===== config.mk =====
export PLATFORM = sky130hd
export DESIGN_NAME = rrf_alloc_ctrl
export DESIGN_NICKNAME = d
export VERILOG_FILES = /design/src/rtl/rrf_alloc_ctrl_pkg.sv /design/src/rtl/rrf_vld_array.sv /design/src/rtl/rrf_alloc_ctrl.sv
export SDC_FILE = /design/constraint.sdc
export NUM_CORES = 1
export LEC_CHECK = 0
export CAP_MARGIN = 20
export CORE_UTILIZATION = 52
export CTS_CLUSTER_SIZE = 40
export DETAILED_ROUTE_END_ITERATION = 10
export PLACE_DENSITY = 0.81
export SKIP_LAST_GASP = 1
export SYNTH_ARGS = -nofsm -noshare
export SYNTH_HDL_FRONTEND = slang
export SYNTH_HIERARCHICAL = 1
export SYNTH_SLANG_ARGS = --single-unit

===== constraint.sdc =====
create_clock -name i_clk -period 4.4 [get_ports i_clk]
set_input_delay 1.1 -clock i_clk [delete_from_list [all_inputs] [get_ports i_clk]]
set_output_delay 1.1 -clock i_clk [all_outputs]
set_load 0.1 [all_outputs]

===== src/rtl/rrf_alloc_ctrl_pkg.sv =====
// Shared rename-register-file sizing constants for the allocation controller and its valid array.
package rrf_alloc_ctrl_pkg;

    localparam int RRF_TAG_W = 6;
    localparam int RRF_DEPTH = 2 ** RRF_TAG_W;
    localparam int RRF_CNT_W = RRF_TAG_W + 1;

endpackage


===== src/rtl/rrf_vld_array.sv =====
// Per-entry RRF valid flops: two writeback set ports, two allocation clear ports, clear wins.
module rrf_vld_array
    import rrf_alloc_ctrl_pkg::*;
#(
    parameter int RRF_ENT_SEL = RRF_TAG_W,
    parameter int RRF_ENT_NUM = RRF_DEPTH
) (
    input  logic                   clk,
    input  logic                   rst,
    input  logic                   clr1_en,
    input  logic [RRF_ENT_SEL-1:0] clr1_tag,
    input  logic                   clr2_en,
    input  logic [RRF_ENT_SEL-1:0] clr2_tag,
    input  logic                   set1_en,
    input  logic [RRF_ENT_SEL-1:0] set1_tag,
    input  logic                   set2_en,
    input  logic [RRF_ENT_SEL-1:0] set2_tag,
    output logic [RRF_ENT_NUM-1:0] vld
);

    logic [RRF_ENT_NUM-1:0] set_mask;
    logic [RRF_ENT_NUM-1:0] clr_mask;

    always_comb begin
        set_mask = '0;
        clr_mask = '0;
        if (set1_en) set_mask[set1_tag] = 1'b1;
        if (set2_en) set_mask[set2_tag] = 1'b1;
        if (clr1_en) clr_mask[clr1_tag] = 1'b1;
        if (clr2_en) clr_mask[clr2_tag] = 1'b1;
    end

    // A freshly allocated entry is pending even if a stale writeback hits it this cycle.
    always_ff @(posedge clk or posedge rst) begin
        if (rst) begin
            vld <= '0;
        end else begin
            vld <= (vld | set_mask) & ~clr_mask;
        end
    end

endmodule


===== src/rtl/rrf_alloc_ctrl.sv =====
// In-order ring allocator for the rename register file: tag hand-out, commit retire, flush rollback.
module rrf_alloc_ctrl
    import rrf_alloc_ctrl_pkg::*;
#(
    parameter int RRF_ENT_SEL = RRF_TAG_W,
    parameter int RRF_ENT_NUM = RRF_DEPTH
) (
    input  logic                   i_clk,
    input  logic                   i_rst,
    input  logic [1:0]             i_alloc_num,
    input  logic                   i_stall_in,
    output logic                   o_alloc_stall,
    output logic [RRF_ENT_SEL-1:0] o_rrftag1,
    output logic [RRF_ENT_SEL-1:0] o_rrftag2,
    input  logic [1:0]             i_com_num,
    input  logic                   i_wb1_en,
    input  logic                   i_wb2_en,
    input  logic [RRF_ENT_SEL-1:0] i_wb1_tag,
    input  logic [RRF_ENT_SEL-1:0] i_wb2_tag,
    input  logic                   i_flush,
    input  logic [RRF_ENT_SEL-1:0] i_flush_ptr,
    output logic [RRF_ENT_SEL:0]   o_free_cnt,
    output logic [RRF_ENT_SEL-1:0] o_com_ptr,
    output logic [RRF_ENT_NUM-1:0] o_rrf_vld
);

    localparam int CNT_W = RRF_ENT_SEL + 1;

    logic [RRF_ENT_SEL-1:0] alloc_ptr;
    logic [RRF_ENT_SEL-1:0] com_ptr;
    logic [RRF_ENT_SEL-1:0] com_ptr_next;
    logic [RRF_ENT_SEL-1:0] flush_dist;
    logic [CNT_W-1:0]       free_cnt;
    logic [CNT_W-1:0]       free_cnt_next;
    logic [1:0]             alloc_eff;

    // Stall looks only at the registered count; commits free space one cycle later.
    assign o_alloc_stall = CNT_W'(i_alloc_num) > free_cnt;
    assign alloc_eff     = (!i_stall_in && !o_alloc_stall && !i_flush) ? i_alloc_num : 2'd0;

    assign o_rrftag1  = alloc_ptr;
    assign o_rrftag2  = alloc_ptr + RRF_ENT_SEL'(1);
    assign o_free_cnt = free_cnt;
    assign o_com_ptr  = com_ptr;

    assign com_ptr_next = com_ptr + RRF_ENT_SEL'(i_com_num);
    // Ring distance from the surviving oldest entry to the flush point is what stays in flight.
    assign flush_dist   = i_flush_ptr - com_ptr_next;

    always_comb begin
        if (i_flush) begin
            free_cnt_next = CNT_W'(RRF_ENT_NUM) - CNT_W'(flush_dist);
        end else begin
            free_cnt_next = free_cnt - CNT_W'(alloc_eff) + CNT_W'(i_com_num);
        end
    end

    always_ff @(posedge i_clk or posedge i_rst) begin
        if (i_rst) begin
            alloc_ptr <= '0;
            com_ptr   <= '0;
            free_cnt  <= CNT_W'(RRF_ENT_NUM);
        end else begin
            alloc_ptr <= i_flush ? i_flush_ptr : alloc_ptr + RRF_ENT_SEL'(alloc_eff);
            com_ptr   <= com_ptr_next;
            free_cnt  <= free_cnt_next;
        end
    end

    rrf_vld_array #(
        .RRF_ENT_SEL (RRF_ENT_SEL),
        .RRF_ENT_NUM (RRF_ENT_NUM)
    ) u_vld (
        .clk      (i_clk),
        .rst      (i_rst),
        .clr1_en  (alloc_eff != 2'd0),
        .clr1_tag (o_rrftag1),
        .clr2_en  (alloc_eff == 2'd2),
        .clr2_tag (o_rrftag2),
        .set1_en  (i_wb1_en),
        .set1_tag (i_wb1_tag),
        .set2_en  (i_wb2_en),
        .set2_tag (i_wb2_tag),
        .vld      (o_rrf_vld)
    );

    a_alloc_num_legal: assert property (@(posedge i_clk) disable iff (i_rst)
        i_alloc_num != 2'd3);
    a_com_within_alloc: assert property (@(posedge i_clk) disable iff (i_rst)
        CNT_W'(i_com_num) <= CNT_W'(RRF_ENT_NUM) - free_cnt);
    a_flush_not_empty_when_full: assert property (@(posedge i_clk) disable iff (i_rst)
        !(i_flush && free_cnt == '0 && i_flush_ptr == alloc_ptr));

endmodule


== After elaboration in Yosys (flattened, before gate mapping) ==
Index checks and enable logic that the tools add are counted.
Widths: inputs -> output; s select.

* Multipliers: 0
* Multiplexer cells: 15
* Reduce and logical (&&, ||, !) cells: 10
* Shifts and indexed selects: 0
* Eq/ne operators: 1
* Div/mod/pow operators: 0
* Add/subtract/negate cells: 7
* $lt $le $gt $ge: 9
* Bitwise operators: 5

{| class="wikitable"
|+ Operators by type and width
! operator !! count
|-
| $mux 64 || 4
|-
| $or 64x64->64 || 3
|-
| $and 64x64->64 || 1
|-
| $not 64->64 || 1
|-
| $lt 6x7->1 const B || 4
|-
| $demux 1 s6 || 4
|-
| $ge 6x1->1 const B || 4
|-
| $add 6x2->6 || 2
|-
| $add 7x2->7 || 1
|-
| $gt 2x7->1 || 1
|-
| $mux 7 || 1
|-
| $sub 7x2->7 || 1
|-
| $sub 7x6->7 const A || 1
|-
| $add 6x1->6 const B || 1
|-
| $logic_and 1x1->1 || 6
|-
| $mux 6 || 1
|-
| $sub 6x6->6 || 1
|-
| $mux 1 || 4
|-
| $logic_not 1->1 || 3
|-
| $eq 2x2->1 const B || 1
|-
| $mux 2 || 1
|-
| $reduce_bool 2->1 || 1
|}

* Word-level logic and storage cells: 51
* Memory bits (read-only): 0
* Latch bits: 0
* Output and inout bits: 90
* Bits of input ports: 28
* Register bits after elaboration: 83
* Memories kept: 0
* Bits in writable memories: 0

== Logic depth before layout (Yosys ltp) ==
* Depth after elaboration: 11
* Mapped depth: 18
* Depth with buffers taken out: 18

== Modules after synthesis ==
The synthesis kept the hierarchy.

{| class="wikitable"
|+ Modules (own cells, without submodules)
! module !! cells each !! sequential area each (um^2) !! area each (um^2) !! instances
|-
| rrf_vld_array || 417 || 1601.5 || 4129.0 || 1
|-
| rrf_alloc_ctrl || 175 || 476.7 || 1622.8 || 1
|}

== Least setup slack after synthesis ==
No wires, ideal clock.

* Kind: register to register
* From: register free_cnt[1], in the netlist o_free_cnt[1]
* To: register free_cnt[5], in the netlist o_free_cnt[5]
* Data arrival time: 5.280 ns
* Data required time: 4.266 ns
* Buffers on the path: 0
* Cell stages (with the launch flop): 18
* Clock period less this slack: 5.414 ns
* Slack: -1.014 ns
* Setup time: 0.134 ns
* Path through: dfrtp_1 inv_1 ha_1 nor2b_1 o2111ai_1 a21oi_1 nor3_1 nand2_1 inv_1 fa_1 inv_1 ha_1 a21o_1 a21oi_1 o21bai_1 a21oi_1 mux2i_1 o211ai_1

* Cells in the longest elaborated chain, start to end: 8

{| class="wikitable"
|+ RTL lines
! item !! RTL line !! source
|-
| start: declaration || rrf_alloc_ctrl.sv:33 || <nowiki>logic [CNT_W-1:0] free_cnt;</nowiki>
|-
| start signal: assignment || rrf_alloc_ctrl.sv:62 || <nowiki>free_cnt <= CNT_W'(RRF_ENT_NUM);</nowiki>
|-
| start signal: assignment || rrf_alloc_ctrl.sv:66 || <nowiki>free_cnt <= free_cnt_next;</nowiki>
|-
| $gt 2x7->1 || rrf_alloc_ctrl.sv:38 || <nowiki>assign o_alloc_stall = CNT_W'(i_alloc_num) > free_cnt;</nowiki>
|-
| via o_alloc_stall || rrf_alloc_ctrl.sv:12 || <nowiki>output logic o_alloc_stall,</nowiki>
|-
| $logic_not 1->1 || rrf_alloc_ctrl.sv:39 || <nowiki>assign alloc_eff = (!i_stall_in && !o_alloc_stall && !i_flush) ? i_alloc_num : 2'd0;</nowiki>
|-
| $logic_and 1x1->1 (2 in a row) || rrf_alloc_ctrl.sv:39 ||
|-
| $mux 2 || rrf_alloc_ctrl.sv:39 ||
|-
| $sub 7x2->7 || rrf_alloc_ctrl.sv:54 || <nowiki>free_cnt_next = free_cnt - CNT_W'(alloc_eff) + CNT_W'(i_com_num);</nowiki>
|-
| $add 7x2->7 || rrf_alloc_ctrl.sv:54 ||
|-
| $mux 7 || rrf_alloc_ctrl.sv:51 || <nowiki>if (i_flush) begin</nowiki>
|-
| via free_cnt_next[5] || rrf_alloc_ctrl.sv:34 || <nowiki>logic [CNT_W-1:0] free_cnt_next;</nowiki>
|}

The timed path passes the listed nets, and every way through them passes these cells.

== Worst setup path in the final report ==
* From: input i_alloc_num[1]
* To: register free_cnt[5], in the netlist o_free_cnt[5]

* Cells in the longest elaborated chain, start to end: 8

{| class="wikitable"
|+ RTL lines
! item !! RTL line !! source
|-
| start: declaration || rrf_alloc_ctrl.sv:10 || <nowiki>input logic [1:0] i_alloc_num,</nowiki>
|-
| $gt 2x7->1 || rrf_alloc_ctrl.sv:38 ||
|-
| $logic_not 1->1 || rrf_alloc_ctrl.sv:39 ||
|-
| $logic_and 1x1->1 (2 in a row) || rrf_alloc_ctrl.sv:39 ||
|-
| $mux 2 * || rrf_alloc_ctrl.sv:39 ||
|-
| $sub 7x2->7 * || rrf_alloc_ctrl.sv:54 ||
|-
| $add 7x2->7 * || rrf_alloc_ctrl.sv:54 ||
|-
| $mux 7 * || rrf_alloc_ctrl.sv:51 ||
|-
| via free_cnt_next[5] || rrf_alloc_ctrl.sv:34 ||
|}

The timed path passes the listed nets; every way through them passes the cells marked *.

==> results.cfg <==
[grt]
grt_use_met2 = 0.517
met3_usage = 0.0748
grt_max_degree = 31
use_met1 = 0.414
grt_antenna_before_repair = 0
busiest_layer = met2
grt_pass1_vias = 5567
grt_use_total = 0.322
grt_first_pass_wirelength_um = 28500
grt.overflow.total = 0

[sta]
tns_ps = 0
holdWs_ps = 516
period_minus_slack_ps = 4100
setup_violations = 0
period_share = 0.931
hold_viol_final = 0
drv_slew = 0
clock_skew_ps = 14.3
tightest_slew_ps = 997
max_freq_mhz = 244
relSlewSlack = 0.334
rsz0062_at_grt = false

[setup_path]
cp_max_fo = 2
cpPeakStageDelay_ps = 440
critical_path.cell_chain = clkdlybuf4s50_1, ha_1, nor2b_1, o2111ai_1, a21oi_4, nor3_2, nand2_1, inv_1, fa_1, inv_1, ha_1, a21o_1, a21oi_2, o21bai_1, a21oi_1, mux2i_1, o211ai_1
worstPathRequired_ps = 4660
crit_start = i_alloc_num[1]
critPathLaunchType = input pin
path_buf_inv = 3
cp.arrival_ps = 4360
endpoint_kind = register
critPathTopFamily = compound AO/OA/AOI/OAI gates
r2r-start = o_free_cnt[1]$_DFF_PP0_
path_class = input pin to register
slowest_stage = clkdlybuf4s50_1

[synthesis]
synth_cells = 592
syn-cell-area_um2 = 5750
ys_warn_count = 6
synth_edf_count = 0
synth-seq-area-share = 0.361
synthDistinctLibCells = 62
syn-mean-instance-area_um2 = 9.72
synth-main-ff-cell = dfrtp_1
ys_ff_latch = 83
synthArstFlopShare = 1.00
synth.net_count = 649

[cts]
htree_levels = 3
cts.sinks = 83
cts_setup_buffers = 0
cts_resized = 0
clk_latency_ps = 380
clockRootBuffer = clkbuf_8
cts_tree = yes
clockBufferDepth = 2
cts_buffers = 9
hold_buffers = 0
clkSlewWorstSetupHoldPaths_ps = 100

[floorplanning]
rows = 38
die_area_um2 = 11500
core-area_um2 = 10800
die_x_um = 107
start_util = 0.533
dieHeight_um = 107
pin_count = 118

[final_layout]
nets = 739
final_area_um2 = 7140
drive_gt1_frac = 0.109
num-fill-cells = 875
diodes = 0
syn2layout_area_growth_pct = 24.1

[flow_run]
maxCapViolCount = 0

[detailed_routing]
avgViaCountPerCell = 6.96
dr.pass1.iters = 5
drt-initial-drc-count = 513
vias = 5753
totalWireLength_um = 18000
wl_per_cell_um = 21.8
drc = 0
ant_nets = 0

[min_path]
hp-start = u_vld/vld[32]$_DFF_PP0_
hp-class = register to register

[placed_design]
dp_hpwl_um = 12800
io_buffers = 117
placed_area_um2 = 6960
gp_congestion = 0.915

[power]
powerDensity_nw_per_um2 = 827
power.leakage_nw = 2.83
peakVddDrop_uv = 707

[outcome]
status = finished clean
## cells in the mapped netlist (5+ instances only)
cell type / count / area share
a21oi_1: 17 / 0.015
a31oi_1: 6 / 0.0065
nand3_1: 14 / 0.012
nor2_1: 41 / 0.027
nor3b_1: 11 / 0.014
inv_1: 29 / 0.019
nand3b_1: 6 / 0.0078
nand2_1: 20 / 0.013
and3b_1: 8 / 0.012
xor2_1: 9 / 0.014
clkbuf_1: 19 / 0.012
nand4b_1: 9 / 0.014
a221oi_1: 74 / 0.11
nor3_1: 13 / 0.011
o31a_1: 6 / 0.0091
fa_1: 5 / 0.017
nor2b_1: 11 / 0.012
o21ai_0: 9 / 0.0078
dfrtp_1: 82 / 0.36
and4b_1: 10 / 0.017
or3_1: 7 / 0.0076
o22ai_1: 24 / 0.026
buf_2: 22 / 0.019
and3_1: 11 / 0.012
xnor2_1: 9 / 0.014
and4bb_2: 9 / 0.020
or3b_2: 5 / 0.0076
ha_1: 24 / 0.052
## per-stage QoR
stage	instances	worst slack [ps]	power, mW	util
detailed placement	811	-108	5.35	0.644
floorplan	592	6.90	4.41	-
global placement	811	43.2	5.28	0.644
CTS	827	279	5.90	0.662
finish	827	304	5.90	0.662
global route	827	60.3	6.16	0.662
## kinds of logic (layout without fill, tap and decap cells)
group,count (synthesis),in the layout,synth area share
simple gates,208,208,0.241
mux,4,4,0.00740
compound gates,166,166,0.223
buf+inv,83,178,0.0670
flops,83,83,0.361
fa+ha+maj,29,29,0.0696
xor+xnor,19,19,0.0313
## final cells by class
| class | count | area, um2 | share of cell area |
|---|---|---|---|
| Timing Repair Buffer | 133 | 1280 | 0.180 |
| Clock buffer | 10 | 138 | 0.0193 |
| Tap cell | 140 | 175 | 0.0245 |
| Inverter | 29 | 109 | 0.0152 |
| Clock inverter | 6 | 47.5 | 0.00666 |
| Multi-Input combinational cell | 426 | 3310 | 0.463 |
| Sequential cell | 83 | 2080 | 0.291 |
## worst register-to-register path: cells and delay by family (launching register included)
kind,cells,cell delay (ps)
AO/OA/AOI/OAI,7,1050
flip-flops,1,430
buffers and inverters,3,310
adder cells (fa/ha/maj),3,900
AND/OR/NAND/NOR,3,350
multiplexers,1,220
## path summary, 6_finish.rpt
kind	depth (start not counted)	to	slack, ps
worst max-delay path	17	o_free_cnt[5]$_DFF_PP0_	300
worst min-delay path	1	u_vld/vld[32]$_DFF_PP0_	520
worst max register to register	17	o_free_cnt[5]$_DFF_PP0_	1010
worst min register to register	1	u_vld/vld[32]$_DFF_PP0_	520
max in group asynchronous	3	u_vld/vld[33]$_DFF_PP0_	2540
min in group asynchronous	2	u_vld/vld[52]$_DFF_PP0_	1080
## cells in the final DEF, fill, tap and decap left out, drive strengths merged, types with 10 or more instances in the layout
master / netlist / layout
clkdlybuf4s50: 0 / 109
dfrtp: 82 / 82
a221oi: 76 / 76
nor2: 41 / 41
inv: 29 / 32
ha: 24 / 24
o22ai: 24 / 24
buf: 34 / 24
nand2: 20 / 20
a21oi: 17 / 17
nor3: 15 / 15
nor3b: 15 / 15
nand3: 14 / 14
nor2b: 11 / 11
and3: 11 / 11
clkbuf: 20 / 10
and4b: 10 / 10
## power breakdown
group | internal [mW] | leakage [nW] | switching (mW) | total (mW)
Combinational | 1.11 | 1.77 | 2.98 | 4.09
Sequential | 1.04 | 0.971 | 0.234 | 1.27
Clock | 0.226 | 0.0937 | 0.310 | 0.536
Total | 2.38 | 2.83 | 3.53 | 5.90
## state kept, by name, indices dropped and copies added, names as in the netlist
name,cells
o_com_ptr,6
o_free_cnt,7
o_rrftag1,6
u_vld/vld,64
## per-layer routing
layer	vias to the layer above	share of wire
met4	0	0.034
met3	72	0.12
li1	2494	-
met1	2727	0.38
met2	460	0.47
met5	-	0
Power figures use the tool's default switching activity.
